==> config.mk <==
export PLATFORM = sky130hd
export DESIGN_NAME = i2c_target_10b
export DESIGN_NICKNAME = d
export VERILOG_FILES = /design/src/rtl/i2c_target_10b.sv
export SDC_FILE = /design/constraint.sdc
export NUM_CORES = 1
export LEC_CHECK = 0
export ABC_AREA = 1
export BUFFER_PORTS_ARGS = -buffer_cell sky130_fd_sc_hd__buf_2
export CAP_MARGIN = 20
export CORE_MARGIN = 2
export CORE_UTILIZATION = 50
export CTS_CLUSTER_SIZE = 14
export DETAILED_ROUTE_END_ITERATION = 7
export GPL_TIMING_DRIVEN = 0
export PLACE_DENSITY = 0.71
export SYNTH_ARGS = -nofsm -noshare
export SYNTH_HDL_FRONTEND = slang
export SYNTH_SLANG_ARGS = --single-unit
==> constraint.sdc <==
create_clock -name clk -period 2 [get_ports clk]
set_input_delay 0.1 -clock clk [delete_from_list [all_inputs] [get_ports clk]]
set_output_delay 0.1 -clock clk [all_outputs]
set_load 0.005 [all_outputs]
==> src/rtl/i2c_target_10b.sv <==
// 10-bit-address open-drain I2C target: ACKs OWN_ADDR, delivers written bytes, serves reads after repeated START.
// Optional SCL clock stretching with rx_ack/tx_valid handshakes when I2C_TARGET_STRETCH_EN is defined.
module i2c_target_10b #(
  parameter logic [9:0] OWN_ADDR    = 10'h2A5,
  parameter int         SYNC_STAGES = 2
) (
  input  logic       clk,
  input  logic       rst,
  input  logic       scl_i,
  input  logic       sda_i,
  output logic       sda_drive_low,
  output logic       scl_drive_low,
  output logic [7:0] rx_data,
  output logic       rx_valid,
  input  logic [7:0] tx_data,
  output logic       tx_req,
  output logic       addressed,
  output logic       start_det,
  output logic       stop_det,
`ifdef I2C_TARGET_STRETCH_EN
  input  logic       rx_ack,
  input  logic       tx_valid,
`endif
  output logic [3:0] state_dbg
);

  localparam logic [3:0] S_IDLE    = 4'd0;
  localparam logic [3:0] S_ADDR1   = 4'd1;
  localparam logic [3:0] S_ACK1    = 4'd2;
  localparam logic [3:0] S_ADDR2   = 4'd3;
  localparam logic [3:0] S_ACK2    = 4'd4;
  localparam logic [3:0] S_WR_BYTE = 4'd5;
  localparam logic [3:0] S_WR_ACK  = 4'd6;
  localparam logic [3:0] S_ACK_RD  = 4'd7;
  localparam logic [3:0] S_RD_BYTE = 4'd8;
  localparam logic [3:0] S_RD_ACK  = 4'd9;
  localparam logic [3:0] S_IGNORE  = 4'd10;

  localparam logic [7:0] HDR_WR = {5'b11110, OWN_ADDR[9:8], 1'b0};
  localparam logic [7:0] HDR_RD = {5'b11110, OWN_ADDR[9:8], 1'b1};

  logic [SYNC_STAGES-1:0] scl_sync, sda_sync;
  logic                   scl_q, sda_q;
  logic                   scl_s, sda_s;
  logic                   scl_rise, scl_fall, start_c, stop_c;
  logic [3:0]             state;
  logic [7:0]             shift;
  logic [7:0]             byte_in;
  logic [2:0]             bit_cnt;
  logic                   bit_done;
  logic                   addr10_match;

  assign scl_s    = scl_sync[SYNC_STAGES-1];
  assign sda_s    = sda_sync[SYNC_STAGES-1];
  assign scl_rise = scl_s & ~scl_q;
  assign scl_fall = ~scl_s & scl_q;
  assign start_c  = scl_s & scl_q & sda_q & ~sda_s;
  assign stop_c   = scl_s & scl_q & ~sda_q & sda_s;
  assign byte_in  = {shift[6:0], sda_s};
  assign state_dbg = state;

  // Preset to 1 so reset release never looks like a bus edge.
  always_ff @(posedge clk or posedge rst) begin
    if (rst) begin
      scl_sync <= '1;
      sda_sync <= '1;
      scl_q    <= 1'b1;
      sda_q    <= 1'b1;
    end else begin
      scl_sync <= {scl_sync[SYNC_STAGES-2:0], scl_i};
      sda_sync <= {sda_sync[SYNC_STAGES-2:0], sda_i};
      scl_q    <= scl_s;
      sda_q    <= sda_s;
    end
  end

  always_ff @(posedge clk or posedge rst) begin
    if (rst) begin
      state         <= S_IDLE;
      shift         <= '0;
      bit_cnt       <= '0;
      bit_done      <= 1'b0;
      addr10_match  <= 1'b0;
      sda_drive_low <= 1'b0;
      rx_data       <= '0;
      rx_valid      <= 1'b0;
      tx_req        <= 1'b0;
      addressed     <= 1'b0;
      start_det     <= 1'b0;
      stop_det      <= 1'b0;
    end else begin
      rx_valid  <= 1'b0;
      tx_req    <= 1'b0;
      start_det <= 1'b0;
      stop_det  <= 1'b0;
      if (start_c) begin
        start_det     <= 1'b1;
        state         <= S_ADDR1;
        bit_cnt       <= '0;
        bit_done      <= 1'b0;
        sda_drive_low <= 1'b0;
        addressed     <= 1'b0;
      end else if (stop_c) begin
        stop_det      <= 1'b1;
        state         <= S_IDLE;
        bit_cnt       <= '0;
        bit_done      <= 1'b0;
        addr10_match  <= 1'b0;
        sda_drive_low <= 1'b0;
        addressed     <= 1'b0;
      end else begin
        case (state)
          S_ADDR1, S_ADDR2, S_WR_BYTE: begin
            if (scl_rise) begin
              shift   <= byte_in;
              bit_cnt <= bit_cnt + 3'd1;
              if (bit_cnt == 3'd7) begin
                bit_done <= 1'b0;
                case (state)
                  S_ADDR1: begin
                    if (byte_in == HDR_WR) state <= S_ACK1;
                    else if (byte_in == HDR_RD && addr10_match) state <= S_ACK_RD;
                    else begin
                      state        <= S_IGNORE;
                      addr10_match <= 1'b0;
                    end
                  end
                  S_ADDR2: state <= (byte_in == OWN_ADDR[7:0]) ? S_ACK2 : S_IGNORE;
                  default: begin
                    rx_data  <= byte_in;
                    rx_valid <= 1'b1;
                    state    <= S_WR_ACK;
                  end
                endcase
              end
            end
          end
          // First fall pulls SDA low, the 9th rise arms release on the following fall.
          S_ACK1, S_ACK2, S_WR_ACK: begin
            if (scl_fall) begin
              if (bit_done) begin
                sda_drive_low <= 1'b0;
                bit_done      <= 1'b0;
                bit_cnt       <= '0;
                state         <= (state == S_ACK1) ? S_ADDR2 : S_WR_BYTE;
              end else begin
                sda_drive_low <= 1'b1;
              end
            end else if (scl_rise) begin
              bit_done <= 1'b1;
              if (state == S_ACK2) begin
                addr10_match <= 1'b1;
                addressed    <= 1'b1;
              end
            end
          end
          S_ACK_RD: begin
            if (scl_fall) begin
              sda_drive_low <= 1'b1;
            end else if (scl_rise) begin
              shift     <= tx_data;
              tx_req    <= 1'b1;
              addressed <= 1'b1;
              bit_cnt   <= '0;
              bit_done  <= 1'b0;
              state     <= S_RD_BYTE;
            end
          end
          // Eight falls drive the byte MSB first; the ninth releases SDA for the master's ACK.
          S_RD_BYTE: begin
            if (scl_fall) begin
              if (bit_done) begin
                sda_drive_low <= 1'b0;
                bit_done      <= 1'b0;
                state         <= S_RD_ACK;
              end else begin
                sda_drive_low <= ~shift[7];
                shift         <= {shift[6:0], 1'b0};
                bit_cnt       <= bit_cnt + 3'd1;
                if (bit_cnt == 3'd7) bit_done <= 1'b1;
              end
            end
          end
          S_RD_ACK: begin
            if (scl_rise) begin
              if (!sda_s) begin
                shift    <= tx_data;
                tx_req   <= 1'b1;
                bit_cnt  <= '0;
                bit_done <= 1'b0;
                state    <= S_RD_BYTE;
              end else begin
                state <= S_IGNORE;
              end
            end
          end
          default: sda_drive_low <= 1'b0;
        endcase
      end
    end
  end

`ifdef I2C_TARGET_STRETCH_EN
  logic wait_rx, wait_tx, need_stretch;

  assign need_stretch = (wait_rx & ~rx_ack) | (wait_tx & ~tx_valid);

  // Stretch only begins while SCL is already low, then holds until the handshake.
  always_ff @(posedge clk or posedge rst) begin
    if (rst) begin
      wait_rx       <= 1'b0;
      wait_tx       <= 1'b0;
      scl_drive_low <= 1'b0;
    end else begin
      if (stop_c) wait_rx <= 1'b0;
      else if (rx_valid) wait_rx <= 1'b1;
      else if (rx_ack) wait_rx <= 1'b0;
      if (stop_c) wait_tx <= 1'b0;
      else if (tx_req) wait_tx <= 1'b1;
      else if (tx_valid) wait_tx <= 1'b0;
      scl_drive_low <= need_stretch & (~scl_s | scl_drive_low) & ~stop_c;
    end
  end
`else
  assign scl_drive_low = 1'b0;
`endif

endmodule

==> impl_metrics.csv <==
group,metric,value,unit
timing,tightestPinTransition,0.617,ns
power,switching_power,0.00158,W
routing,routed_wirelength,4850,µm
critical_path,path_max_fanout,8,
critical_path,crit_required,2.19,ns
cells_and_area,nets,365,
global_route,antenna_found_initial,0,
synth,synth_nets,317,
cells_and_area,fin_area,2720,µm²
cells_and_area,antenna_cells,0,
power,p_per_area,1250,nW/µm²
placed_design,place_congestion,0.919,
clock_network,clock_sinks,37,
critical_path,criticalPathCategory,"flop to flop",
routing,drc_errors,0,
die,io_pins,31,
clock_network,clk_path_buf_depth,2,
cells_and_area,syn_to_final_growth,23.1,%
critical_path,path_delay_family,"simple AND/OR/NAND/NOR gates",
timing,fin_crit,1.89,ns
die,core.rowCount,24,
global_route,grt_max_degree,24,
timing,hold_viol,0,
power,power_frac_comb,0.521,
synth,synth_area,2210,µm²
job,maxCapViolations,0,
clock_network,clk_latency,0.30,ns
synth,yosysUniqueCellTypes,28,
clock_network,cts_root_buffer,"clkbuf_8",
global_route,overflow,0,
outcome,outcome,"completed",
timing,fmax,530,MHz
die,die_area,4970,µm²
critical_path,slowest_delay,0.53,ns
critical_path,cp_cell_sequence,"buf_2 > inv_2 > nand3_4 > nand2_4 > nor2_1 > nand3_1 > inv_2 > nor2_4 > buf_6 > nand3_1 > nand2_1",
routing,ant_nets,0,
placed_design,port_buffers,29,
placed_design,dp_cells,381,
power,leakage,1.49,nW
critical_path,start_kind,"flop",
routing,wl_per_cell,12.1,µm
cells_and_area,fin_cells,400,
clock_network,tritoncts,"done",
critical_path,end_kind,"flop",
power,intPower,0.00181,W
cells_and_area,seq_area,933,µm²
clock_network,cts_made_buffers,5,
die,start_util,0.515,
timing,period_share,0.943,
global_route,grt_pass1_wl,8190,µm
power,clkPwrFrac,0.155,
die,die_height,70.5,µm
global_route,grt_use_total,0.208,
routing,firstDrtPassIters,5,
synth,synth-seq-cells,37,
synth,avgSynthCellArea,7.39,µm²
synth,ys_seq_area_frac,0.422,
power,peakVddDrop,0.702,mV
timing,maxSlewViolCount,0,
cells_and_area,multi_input_area,1180,µm²
clock_network,clk_pin_slew_worst_paths,0.08,ns
synth,syn_inst,299,
timing,fin_tns_setup,0,ns
placed_design,dp_hpwl,3620,µm
timing,finClkSkew,0.00762,ns
critical_path,cp.arrival,2.08,ns
routing,vias,2048,
critical_path,cp_num_buf_inv,4,
power,p_sw_frac,0.465,
hold_path,hold_class,"input port to flop",
global_route,grt_pass1_vias,1850,
cells_and_area,drive_gt1_frac,0.282,
placed_design,placed_cell_area,2450,µm²
routing,drt_iter0_markers,162,
power,total_power,0.00339,W
die,die_w,70.5,µm
power,p_seq_frac,0.324,
die,fp.coreArea,4290,µm²
routing,vias_per_cell,5.12,
clock_network,ctsHtreeMaxLevel,2,
cells_and_area,fillers,385,
synth,yosys_warnings,0,
critical_path,crit_path_top_delay_cell,"dfstp_2",
timing,maxSlewHeadroom,0.588,
timing,setup_viol,0,
-- final timing paths --
kind                       slack, ns            to   startpoint  cells past startpoint
min in group asynchronous       0.42      shift[7]          rst                      3
hold / removal                  0.10      shift[3]   tx_data[3]                      3
hold reg to reg                 0.36   sda_sync[1]  sda_sync[0]                      0
setup / recovery                0.11    bit_cnt[1]  sda_sync[1]                     11
max in group asynchronous       1.06  state_dbg[0]          rst                      4
setup reg to reg                0.11    bit_cnt[1]  sda_sync[1]                     11
-- cells in the mapped netlist, drive strengths merged --
cell | number | area [µm²]
inv | 38 | 143
o211ai | 2 | 15.0
nor3 | 6 | 30.0
ha | 6 | 75.1
nand4 | 3 | 18.8
dfrtp | 31 | 776
a31oi | 1 | 6.26
conb | 1 | 3.75
nand2 | 104 | 423
dfstp | 6 | 158
o2111ai | 1 | 8.76
buf | 5 | 36.3
nor2 | 35 | 178
a21oi | 8 | 43.8
nand3 | 26 | 135
o21ai | 26 | 160
-- registers in the layout (all words and copies together), names as in the netlist, 2 cells and up --
| name | cells |
|---|---|
| rx_data | 8 |
| scl_sync | 2 |
| shift | 8 |
| bit_cnt | 3 |
| state_dbg | 4 |
| sda_sync | 2 |
-- kinds of logic after synthesis --
group                      share of synthesized area
AOI/OAI and AO/OA                              0.106
adders and majority gates                     0.0340
buffers and inverters                         0.0810
DFF                                            0.422
other                                        0.00170
and+or+nand+nor                                0.355
-- layout make-up --
class | count | share of cell area
multi-input cells | 219 | 0.436
flip-flops and latches | 37 | 0.343
repair buffers | 41 | 0.0980
inverters | 38 | 0.0524
clock buffers | 5 | 0.0253
well taps | 52 | 0.0239
plain buffers | 5 | 0.0133
clock inverters | 3 | 0.00828
-- metal layers --
layer / share of wire / wire (µm) / up-vias / track usage
li1: - / - / 1045 / -
met2: 0.45 / 2170 / 59 / 0.326
met5: 0 / 0 / - / 0
met1: 0.49 / 2370 / 932 / 0.277
met3: 0.041 / 201 / 12 / 0.0491
met4: 0.023 / 112 / 0 / 0.0855
-- worst reg2reg max path: cells and delay by family (launching register included) --
kind,cells,cell delay [ns]
AND/OR/NAND/NOR,7,0.71
flip-flops,1,0.53
buffers and inverters,4,0.54
-- power by group through the flow --
stage / registers (W) / clock network (W) / logic [W]
global placement: 0.00110 / 0 / 0.00163
global route: 0.00113 / 0.000572 / 0.00201
finish: 0.00110 / 0.000527 / 0.00177
floorplan: 0.00108 / 0 / 0.00129
detailed placement: 0.00111 / 0 / 0.00164
CTS: 0.00109 / 0.000547 / 0.00165
-- timing repair --
action                     4_1_cts  5_1_grt
hold buffers                     3        0
resized for setup                0       20
setup endpoints to repair        0        9
setup buffers                    0        8
hold endpoints to repair        10        0
-- cells in the final DEF, fill, tap and decap left out --
cell | netlist | routed
nand2_4 | 2 | 5
dfrtp_1 | 31 | 31
ha_1 | 6 | 3
dlygate4sd3_1 | 0 | 3
buf_16 | 0 | 1
nand4_1 | 3 | 3
conb_1 | 1 | 1
nor2_4 | 3 | 4
inv_2 | 5 | 7
o21ai_1 | 7 | 7
buf_4 | 2 | 9
dfstp_2 | 6 | 6
clkbuf_8 | 0 | 5
nor2_2 | 3 | 3
nor3_1 | 6 | 6
o211ai_1 | 2 | 2
a31oi_1 | 1 | 1
clkinv_2 | 0 | 1
nor2_8 | 1 | 1
nor2_1 | 28 | 27
nand2_2 | 7 | 7
nand2_1 | 95 | 92
clkinv_4 | 0 | 2
nand3_1 | 25 | 24
ha_4 | 0 | 3
o21ai_2 | 8 | 8
a21oi_2 | 1 | 1
o2111ai_1 | 1 | 1
o21ai_0 | 11 | 11
a21oi_1 | 7 | 7
buf_2 | 2 | 31
nand3_4 | 0 | 2
buf_6 | 1 | 2
inv_1 | 33 | 31
-- through the flow --
step	hold slack, ns	worst slack (ns)	utilization
2_1_floorplan	0.104	0.248	-
3_3_place_gp	0.204	0.0246	0.564
3_5_place_dp	0.207	0.0206	0.570
4_1_cts	0.0950	0.00845	0.598
5_1_grt	0.125	-0.00638	0.633
6_report	0.101	0.115	0.633
Note: power is estimated with default switching activity, not from simulation.
